[config.mk]
export PLATFORM = sky130hd
export DESIGN_NAME = ibex_ex_wb_pipe_flat
export DESIGN_NICKNAME = d
export VERILOG_FILES = /design/src/rtl/ibex_ex_wb_pipe_if.sv /design/src/rtl/ibex_ex_wb_pipe.sv /design/src/flat_wrapper.sv
export SDC_FILE = /design/constraint.sdc
export NUM_CORES = 1
export LEC_CHECK = 0
export ABC_AREA = 1
export BUFFER_PORTS_ARGS = -buffer_cell sky130_fd_sc_hd__clkbuf_2
export CAP_MARGIN = 40
export CORE_ASPECT_RATIO = 0.6
export CORE_MARGIN = 3
export CORE_UTILIZATION = 51
export CTS_CLUSTER_SIZE = 28
export DETAILED_ROUTE_END_ITERATION = 8
export PLACE_DENSITY = 0.9
export SLEW_MARGIN = 20
export SYNTH_ARGS = -nofsm -noshare
export SYNTH_HDL_FRONTEND = slang
export SYNTH_SLANG_ARGS = --single-unit
[constraint.sdc]
create_clock -name clk_i -period 1.8 [get_ports clk_i]
set_input_delay 0.09 -clock clk_i [delete_from_list [all_inputs] [get_ports clk_i]]
set_output_delay 0.09 -clock clk_i [all_outputs]
set_load 0.05 [all_outputs]
[src/rtl/ibex_ex_wb_pipe_if.sv]
// EX-to-writeback handshake bundle for ibex_ex_wb_pipe.
// master: EX producer plus register-file consumer (drives results and wb_ready_i).
// slave : the pipeline stage itself.
interface ibex_ex_wb_pipe_if #(
  parameter int unsigned DataWidth = 32,
  parameter int unsigned RegAddrW  = 5
);
  logic                 ex_valid_i;
  logic                 ex_ready_o;
  logic [DataWidth-1:0] ex_result_i;
  logic [RegAddrW-1:0]  ex_rd_addr_i;
  logic                 ex_rd_we_i;
  logic                 wb_valid_o;
  logic                 wb_ready_i;
  logic                 rf_we_o;
  logic [RegAddrW-1:0]  rf_waddr_o;
  logic [DataWidth-1:0] rf_wdata_o;

  modport master (
    output ex_valid_i, ex_result_i, ex_rd_addr_i, ex_rd_we_i, wb_ready_i,
    input  ex_ready_o, wb_valid_o, rf_we_o, rf_waddr_o, rf_wdata_o
  );

  modport slave (
    input  ex_valid_i, ex_result_i, ex_rd_addr_i, ex_rd_we_i, wb_ready_i,
    output ex_ready_o, wb_valid_o, rf_we_o, rf_waddr_o, rf_wdata_o
  );
endinterface

[src/rtl/ibex_ex_wb_pipe.sv]
// EX-to-writeback pipeline stage: two-entry skid buffer (HEAD/SKID) feeding the
// register-file write port, operand forwarding to decode and a retire counter.
// Optional feature macro: IBEX_WB_FWD_EN builds the forwarding comparators;
// without it the forwarding outputs are tied to zero.
module ibex_ex_wb_pipe #(
  parameter int unsigned DataWidth = 32,
  parameter int unsigned RegAddrW  = 5
) (
  input  logic                 clk_i,
  input  logic                 rst_ni,
  ibex_ex_wb_pipe_if.slave     bus,
  input  logic                 flush_i,
  input  logic [RegAddrW-1:0]  fwd_raddr_a_i,
  input  logic [RegAddrW-1:0]  fwd_raddr_b_i,
  output logic                 fwd_hit_a_o,
  output logic                 fwd_hit_b_o,
  output logic [DataWidth-1:0] fwd_data_a_o,
  output logic [DataWidth-1:0] fwd_data_b_o,
  output logic [31:0]          retire_cnt_o
);

  typedef enum logic [1:0] {
    EMPTY = 2'd0,
    ONE   = 2'd1,
    FULL  = 2'd2
  } state_e;

  typedef struct packed {
    logic                 we;
    logic [RegAddrW-1:0]  rd;
    logic [DataWidth-1:0] data;
  } entry_t;

  state_e state_q, state_d;
  entry_t head_q, head_d;
  entry_t skid_q, skid_d;
  logic   ready_q, valid_q;
  logic [31:0] retire_cnt_q;

  logic   accept, pop;
  entry_t ex_entry;

  assign ex_entry = '{we: bus.ex_rd_we_i, rd: bus.ex_rd_addr_i, data: bus.ex_result_i};
  assign accept   = bus.ex_valid_i & ready_q;
  assign pop      = valid_q & bus.wb_ready_i;

  // Next-state of the occupancy FSM and the two entries.
  always_comb begin
    // NOTE: every signal assigned here gets a default first so no path leaves it unassigned (no latch).
    state_d = state_q;
    head_d  = head_q;
    skid_d  = skid_q;
    unique case (state_q)
      EMPTY: begin
        if (accept) begin
          head_d  = ex_entry;
          state_d = ONE;
        end
      end
      ONE: begin
        if (accept && pop) begin
          head_d = ex_entry;
        end else if (accept) begin
          skid_d  = ex_entry;
          state_d = FULL;
        end else if (pop) begin
          state_d = EMPTY;
        end
      end
      FULL: begin
        if (pop) begin
          head_d  = skid_q;
          state_d = ONE;
        end
      end
      default: state_d = EMPTY;
    endcase
    // Flush wins over everything; a concurrent pop has still been issued this cycle.
    if (flush_i) begin
      state_d = EMPTY;
    end
  end

  // State, entries, registered handshake flags and retire counter.
  always_ff @(posedge clk_i or negedge rst_ni) begin
    // NOTE: entry payloads are reset too, because rf_waddr_o/rf_wdata_o must read zero out of reset.
    if (!rst_ni) begin
      state_q      <= EMPTY;
      head_q       <= '0;
      skid_q       <= '0;
      ready_q      <= 1'b1;
      valid_q      <= 1'b0;
      retire_cnt_q <= '0;
    end else begin
      // NOTE: non-blocking assignments so every register samples pre-edge values.
      state_q <= state_d;
      head_q  <= head_d;
      skid_q  <= skid_d;
      ready_q <= (state_d != FULL);
      valid_q <= (state_d != EMPTY);
      if (pop) begin
        retire_cnt_q <= retire_cnt_q + 32'd1;
      end
    end
  end

  assign bus.ex_ready_o = ready_q;
  assign bus.wb_valid_o = valid_q;
  assign bus.rf_we_o    = pop & head_q.we & (|head_q.rd);
  assign bus.rf_waddr_o = head_q.rd;
  assign bus.rf_wdata_o = head_q.data;
  assign retire_cnt_o   = retire_cnt_q;

`ifdef IBEX_WB_FWD_EN
  logic head_vld, skid_vld;
  assign head_vld = (state_q != EMPTY);
  assign skid_vld = (state_q == FULL);

  function automatic logic fwd_match(entry_t e, logic vld, logic [RegAddrW-1:0] addr);
    return vld & e.we & (|e.rd) & (e.rd == addr);
  endfunction

  // Forwarding mux per read port; SKID is younger and overrides HEAD.
  always_comb begin
    fwd_hit_a_o  = 1'b0;
    fwd_data_a_o = '0;
    fwd_hit_b_o  = 1'b0;
    fwd_data_b_o = '0;
    if (fwd_match(head_q, head_vld, fwd_raddr_a_i)) begin
      fwd_hit_a_o  = 1'b1;
      fwd_data_a_o = head_q.data;
    end
    if (fwd_match(skid_q, skid_vld, fwd_raddr_a_i)) begin
      fwd_hit_a_o  = 1'b1;
      fwd_data_a_o = skid_q.data;
    end
    if (fwd_match(head_q, head_vld, fwd_raddr_b_i)) begin
      fwd_hit_b_o  = 1'b1;
      fwd_data_b_o = head_q.data;
    end
    if (fwd_match(skid_q, skid_vld, fwd_raddr_b_i)) begin
      fwd_hit_b_o  = 1'b1;
      fwd_data_b_o = skid_q.data;
    end
  end
`else
  // Forwarding not built: read addresses are deliberately ignored.
  logic unused_fwd_raddr;
  assign unused_fwd_raddr = ^{fwd_raddr_a_i, fwd_raddr_b_i};
  assign fwd_hit_a_o  = 1'b0;
  assign fwd_hit_b_o  = 1'b0;
  assign fwd_data_a_o = '0;
  assign fwd_data_b_o = '0;
`endif

endmodule

[src/flat_wrapper.sv]
// flat-port wrapper written by rule: the top's interface ports become plain ports
module ibex_ex_wb_pipe_flat 
#(
  parameter int unsigned DataWidth = 32,
  parameter int unsigned RegAddrW  = 5
)
  (clk_i, rst_ni, flush_i, fwd_raddr_a_i, fwd_raddr_b_i, fwd_hit_a_o, fwd_hit_b_o, fwd_data_a_o, fwd_data_b_o, retire_cnt_o, bus_ex_valid_i, bus_ex_result_i, bus_ex_rd_addr_i, bus_ex_rd_we_i, bus_wb_ready_i, bus_ex_ready_o, bus_wb_valid_o, bus_rf_we_o, bus_rf_waddr_o, bus_rf_wdata_o);
  ibex_ex_wb_pipe_if #(.DataWidth(DataWidth), .RegAddrW(RegAddrW)) bus_i ();
  input  logic clk_i;
  input  logic rst_ni;
  input  logic flush_i;
  input  logic [RegAddrW-1:0] fwd_raddr_a_i;
  input  logic [RegAddrW-1:0] fwd_raddr_b_i;
  output logic fwd_hit_a_o;
  output logic fwd_hit_b_o;
  output logic [DataWidth-1:0] fwd_data_a_o;
  output logic [DataWidth-1:0] fwd_data_b_o;
  output logic [31:0] retire_cnt_o;
  input wire logic [$bits(bus_i.ex_valid_i)-1:0] bus_ex_valid_i;
  input wire logic [$bits(bus_i.ex_result_i)-1:0] bus_ex_result_i;
  input wire logic [$bits(bus_i.ex_rd_addr_i)-1:0] bus_ex_rd_addr_i;
  input wire logic [$bits(bus_i.ex_rd_we_i)-1:0] bus_ex_rd_we_i;
  input wire logic [$bits(bus_i.wb_ready_i)-1:0] bus_wb_ready_i;
  output wire logic [$bits(bus_i.ex_ready_o)-1:0] bus_ex_ready_o;
  output wire logic [$bits(bus_i.wb_valid_o)-1:0] bus_wb_valid_o;
  output wire logic [$bits(bus_i.rf_we_o)-1:0] bus_rf_we_o;
  output wire logic [$bits(bus_i.rf_waddr_o)-1:0] bus_rf_waddr_o;
  output wire logic [$bits(bus_i.rf_wdata_o)-1:0] bus_rf_wdata_o;
  assign bus_i.ex_valid_i = bus_ex_valid_i;
  assign bus_i.ex_result_i = bus_ex_result_i;
  assign bus_i.ex_rd_addr_i = bus_ex_rd_addr_i;
  assign bus_i.ex_rd_we_i = bus_ex_rd_we_i;
  assign bus_i.wb_ready_i = bus_wb_ready_i;
  assign bus_ex_ready_o = bus_i.ex_ready_o;
  assign bus_wb_valid_o = bus_i.wb_valid_o;
  assign bus_rf_we_o = bus_i.rf_we_o;
  assign bus_rf_waddr_o = bus_i.rf_waddr_o;
  assign bus_rf_wdata_o = bus_i.rf_wdata_o;
  ibex_ex_wb_pipe #(.DataWidth(DataWidth), .RegAddrW(RegAddrW)) u_core (.clk_i(clk_i), .rst_ni(rst_ni), .bus(bus_i), .flush_i(flush_i), .fwd_raddr_a_i(fwd_raddr_a_i), .fwd_raddr_b_i(fwd_raddr_b_i), .fwd_hit_a_o(fwd_hit_a_o), .fwd_hit_b_o(fwd_hit_b_o), .fwd_data_a_o(fwd_data_a_o), .fwd_data_b_o(fwd_data_b_o), .retire_cnt_o(retire_cnt_o));
endmodule
Yosys cells after proc, flatten, opt, wreduce, memory -nomap -nowiden
Cells that the tools add are included.
{ "totals": {"ff_bits": 112, "input_bits": 53, "out_inout_bits": 138, "word_cells": 40} }
{ "classes": {"addsub": 1, "eq_ne": 6, "mux": 11, "n_bitwise": 5, "reduce_logical": 7} }
{ "ops": {"columns": ["operator", "count"], "rows": [
  ["38-bit 2-to-1 mux", 3],
  ["38-bit case mux with 3 select lines", 1],
  ["32-bit by 1-bit adder with 32-bit output, second input constant", 1],
  ["2-bit 2-to-1 mux", 6],
  ["2-bit by 1-bit != test with 1-bit output, second input constant", 3],
  ["2-bit case mux with 3 select lines", 1],
  ["5-bit OR reduction", 1],
  ["1-bit bitwise AND", 4],
  ["4-bit AND reduction", 1],
  ["3-bit AND reduction", 1],
  ["3-bit nonzero test", 1],
  ["2-bit by 1-bit equality test with 1-bit output, second input constant", 1],
  ["2-bit equality test, second input constant", 1],
  ["2-bit logical NOT", 1],
  ["2-bit != test, second input constant", 1],
  ["2-bit nonzero test", 1],
  ["1-bit logical AND", 1],
  ["1-bit inverter", 1]
]} }

Longest topological paths before layout
{ "logic_depth": {"word_depth": 7, "mapped_depth": 9, "ltp_nobuf": 9} }

Worst setup path before layout
OpenSTA, ideal clock, no wires.
{ "synth_path": {"kind": "register to register", "from": "register u_core.retire_cnt_q[1], in the netlist u_core.retire_cnt_o[1]", "to": "register u_core.retire_cnt_q[22], in the netlist u_core.retire_cnt_o[22]", "arrival_time_ns": 1.645, "required_time_ns": 1.676, "setup_slack_ns": 0.031, "path_stages_with_launch": 8, "period_less_slack_ns": 1.769, "path_cell_list": "dfrtp_1 -> ha_1 -> nand3_1 -> nor2_4 -> nand2_4 -> nor2_4 -> nand2_1 -> xor2_1"} }
{ "synth_between": {"elab_chain_len": 1} }
{ "synth_rtl": {"columns": ["item", "line", "source"], "rows": [
  ["start: declaration", "ibex_ex_wb_pipe.sv:38", "logic [31:0] retire_cnt_q;"],
  ["start signal: assignment", "ibex_ex_wb_pipe.sv:102", "retire_cnt_q <= retire_cnt_q + 32'd1;"],
  ["32-bit by 1-bit adder with 32-bit output", "ibex_ex_wb_pipe.sv:102", null]
]} }
No other way between the ends.
A chain may end at the register's enable or synchronous reset.

Final worst setup path
{ "layout_path": {"from": "register u_core.valid_q, in the netlist u_core.bus.wb_valid_o", "to": "output port bus_rf_we_o"} }
{ "layout_between": {"elab_chain_len": 3} }
{ "layout_rtl": {"columns": ["item", "line", "source"], "rows": [
  ["start: declaration", "ibex_ex_wb_pipe.sv:37", "logic ready_q, valid_q;"],
  ["start signal: assignment", "ibex_ex_wb_pipe.sv:100", "valid_q <= (state_d != EMPTY);"],
  ["1-bit bitwise AND", "ibex_ex_wb_pipe.sv:45", "assign pop = valid_q & bus.wb_ready_i;"],
  ["1-bit bitwise AND (2 in a row)", "ibex_ex_wb_pipe.sv:109", "assign bus.rf_we_o = pop & head_q.we & (|head_q.rd);"],
  ["end: declaration", "flat_wrapper.sv:26", "output wire logic [$bits(bus_i.rf_we_o)-1:0] bus_rf_we_o;"]
]} }
No other way between the ends.

==> flow_summary.json <==
{
  "synth_top_area_share_pct": 47.4,
  "ant_nets": 0,
  "whs_path_depth": 3,
  "antenna_found_initial": 0,
  "ir_worst_vdd_mv": 0.903,
  "yosysTopAreaCell": "dfrtp_1",
  "portBuffers": 114,
  "grt.overflow.total": 0,
  "clock.fmax_mhz": 615,
  "syn_area_um2": 5860,
  "rsz0062_at_grt": "false",
  "clk_latency_ns": 0.34,
  "tns_ns": 0,
  "grt_usage_pct": 19.2,
  "cts_buffers": 9,
  "ioPinCount": 191,
  "power_density_nw_per_um2": 1290,
  "root_buffer": "clkbuf_16",
  "die_y_um": 89.1,
  "clkTransAtPathRegs_ns": 0.08,
  "coreArea_um2": 10900,
  "wl_per_cell_um": 12.8,
  "finalSetupViolCount": 0,
  "slew_violations": 0,
  "yosys_warnings": 0,
  "initial_utilization_pct": 53.9,
  "r2r_cells": 8,
  "crit_path_top_delay_cell": "dfrtp_1",
  "syn2layout_area_growth_pct": 13.3,
  "n_antenna_cell": 0,
  "finalWeightedCongestion": 0.901,
  "total_power_mw": 8.58,
  "drc": 0,
  "critical_path_arrival_ns": 1.54,
  "ys_types": 29,
  "hold_class": "primary input to flip-flop",
  "status": "completed",
  "grt_max_degree": 55,
  "layoutNonFillerInstCount": 952,
  "p_leak_nw": 3.46,
  "worstMarginPinSlew_ns": 0.575,
  "drt-initial-drc-count": 206,
  "yosys-top-cells-area": "dfrtp_1, buf_4, nand2_1",
  "fin_nets": 862,
  "cts_buffer_depth": 2,
  "criticalPathCategory": "flip-flop to primary output",
  "drive_gt1_share_pct": 18.8,
  "grt_pass1_vias": 4064,
  "timing.max_cap.violations": 0,
  "period_minus_slack_ns": 1.63,
  "wirelength_um": 12100,
  "min_period_over_period_pct": 90.4,
  "cts_tree": "done",
  "end_kind": "primary output",
  "crit_required_ns": 1.71,
  "cts.sinks": 112,
  "slew_headroom_pct": 61.7,
  "first_pass_iters": 4,
  "hold_violations": 0,
  "ctsHtreeMaxLevel": 3,
  "yosysSeqAreaShare_pct": 47.8,
  "die_x_um": 144,
  "via_per_inst": 4.64,
  "synthCells": 706,
  "crit_path_cell_trace": "nand2_4, inv_2, o311ai_0, inv_1, clkbuf_2",
  "start_kind": "flip-flop",
  "via_count": 4414,
  "critical_path.max_fanout": 9,
  "die_area_um2": 12900,
  "row_count": 29,
  "grt_pass1_wl_um": 19700,
  "n_fill_cell": 946,
  "avgSynthCellArea_um2": 8.30,
  "placed_cells": 906,
  "place_hpwl_um": 8870,
  "skew_ns": 0.0135,
  "ys_ff_latch": 112,
  "cpPeakStageDelay_ns": 0.39
}
-- logic make-up after synthesis --
family,share of synthesized area [%]
compound gates,10.3
xor+xnor,3.29
fa+ha+maj,0.213
buf+inv,20.2
flops,47.8
other cells,0.0640
simple gates,18.1
-- flip-flops by register name, summed over array words and instances (netlist names) --
name and flops:
u_core.bus.ex_ready_o 1, u_core.state_q 2, u_core.bus.wb_valid_o 1, u_core.bus.rf_wdata_o 32, u_core.retire_cnt_o 32, u_core.bus.rf_waddr_o 5, u_core.head_q 1, u_core.skid_q 38
-- cell usage in the layout (no fill, tap or decap), types with 2 or more instances in the layout --
cell,n
o21ai_1,7
xnor2_1,9
clkbuf_2,113
nand2_1,173
nor3_1,5
nand4_1,9
clkbuf_16,9
nand3_1,19
dfrtp_1,111
nor2_2,3
clkinv_4,2
inv_1,76
nor2_4,6
buf_4,5
nand3_2,2
o21ai_0,107
o211ai_1,3
conb_1,66
xor2_1,13
inv_2,3
buf_12,3
nand2_4,2
dlygate4sd3_1,30
nor2_1,26
inv_6,2
-- routing by layer --
layer | global-route usage (%) | up-vias | routed length [um]
met5 | 0 | - | 0
met4 | 2.96 | 0 | 57
met3 | 4.92 | 7 | 768
met2 | 29.8 | 132 | 5410
met1 | 28.0 | 2028 | 5910
li1 | - | 2247 | -
-- synthesized netlist by cell type, drive strengths merged --
cell type  instances
nand3             21
nand2            175
o21ai            114
inv               79
dfstp              1
xor2              13
nor3               5
nor2              35
conb               1
a21oi              1
o211ai             3
dfrtp            111
ha                 1
nand4              9
o311ai             1
clkbuf             9
and2               1
xnor2              9
buf              116
or2                1
-- path summary, 6_finish.rpt --
path,startpoint,to,slack [ns]
setup / recovery,u_core.bus.wb_valid_o,bus_rf_we_o,0.17
hold / removal,bus_ex_rd_addr_i[2],u_core.skid_q[34],0.02
setup reg to reg,u_core.retire_cnt_o[1],u_core.retire_cnt_o[20],0.27
hold reg to reg,u_core.bus.rf_wdata_o[4],u_core.bus.rf_wdata_o[4],0.48
max in group asynchronous,rst_ni,u_core.skid_q[10],1.02
min in group asynchronous,rst_ni,u_core.skid_q[34],0.14
-- worst max-delay path, delay by kind of cell, from the launching register on --
family	cells	cell delay (ns)
AND/OR/NAND/NOR	1	0.13
buffers and inverters	3	0.53
flip-flops	1	0.39
AO/OA/AOI/OAI	1	0.16
-- report_power, final --
group	internal (mW)	leakage [nW]	total, mW	switching [mW]
logic	0.685	1.94	3.07	2.39
registers	3.26	1.39	3.64	0.382
clock network	0.963	0.139	1.87	0.903
total	4.91	3.46	8.58	3.67
-- final cells by class --
cell class | instances | area, um^2 | share of cell area [%]
sequential | 112 | 2800 | 42.2
multi-input combinational | 455 | 2120 | 32.0
timing repair buffer | 151 | 963 | 14.5
inverter | 79 | 297 | 4.46
clock buffer | 10 | 229 | 3.45
tap | 139 | 174 | 2.62
clock inverter | 6 | 51.3 | 0.772
-- through the flow --
stage | hold WS (ns) | cell area [um^2] | utilization, % | setup WS [ns]
finish | 0.0183 | 6640 | 61.0 | 0.173
CTS | 0.00648 | 6640 | 61.0 | 0.131
global placement | -0.0382 | 6060 | 55.7 | 0.306
floorplan | -0.206 | 6110 | - | 0.0314
global route | 0.00442 | 6640 | 61.0 | 0.0629
detailed placement | -0.0352 | 6060 | 55.7 | 0.247
-- repair_timing --
item	CTS	global route
gates resized for setup	0	0
buffers inserted	0	0
hold endpoints to repair	142	0
hold buffers	30	0
Note: power is estimated with default switching activity, not from simulation.
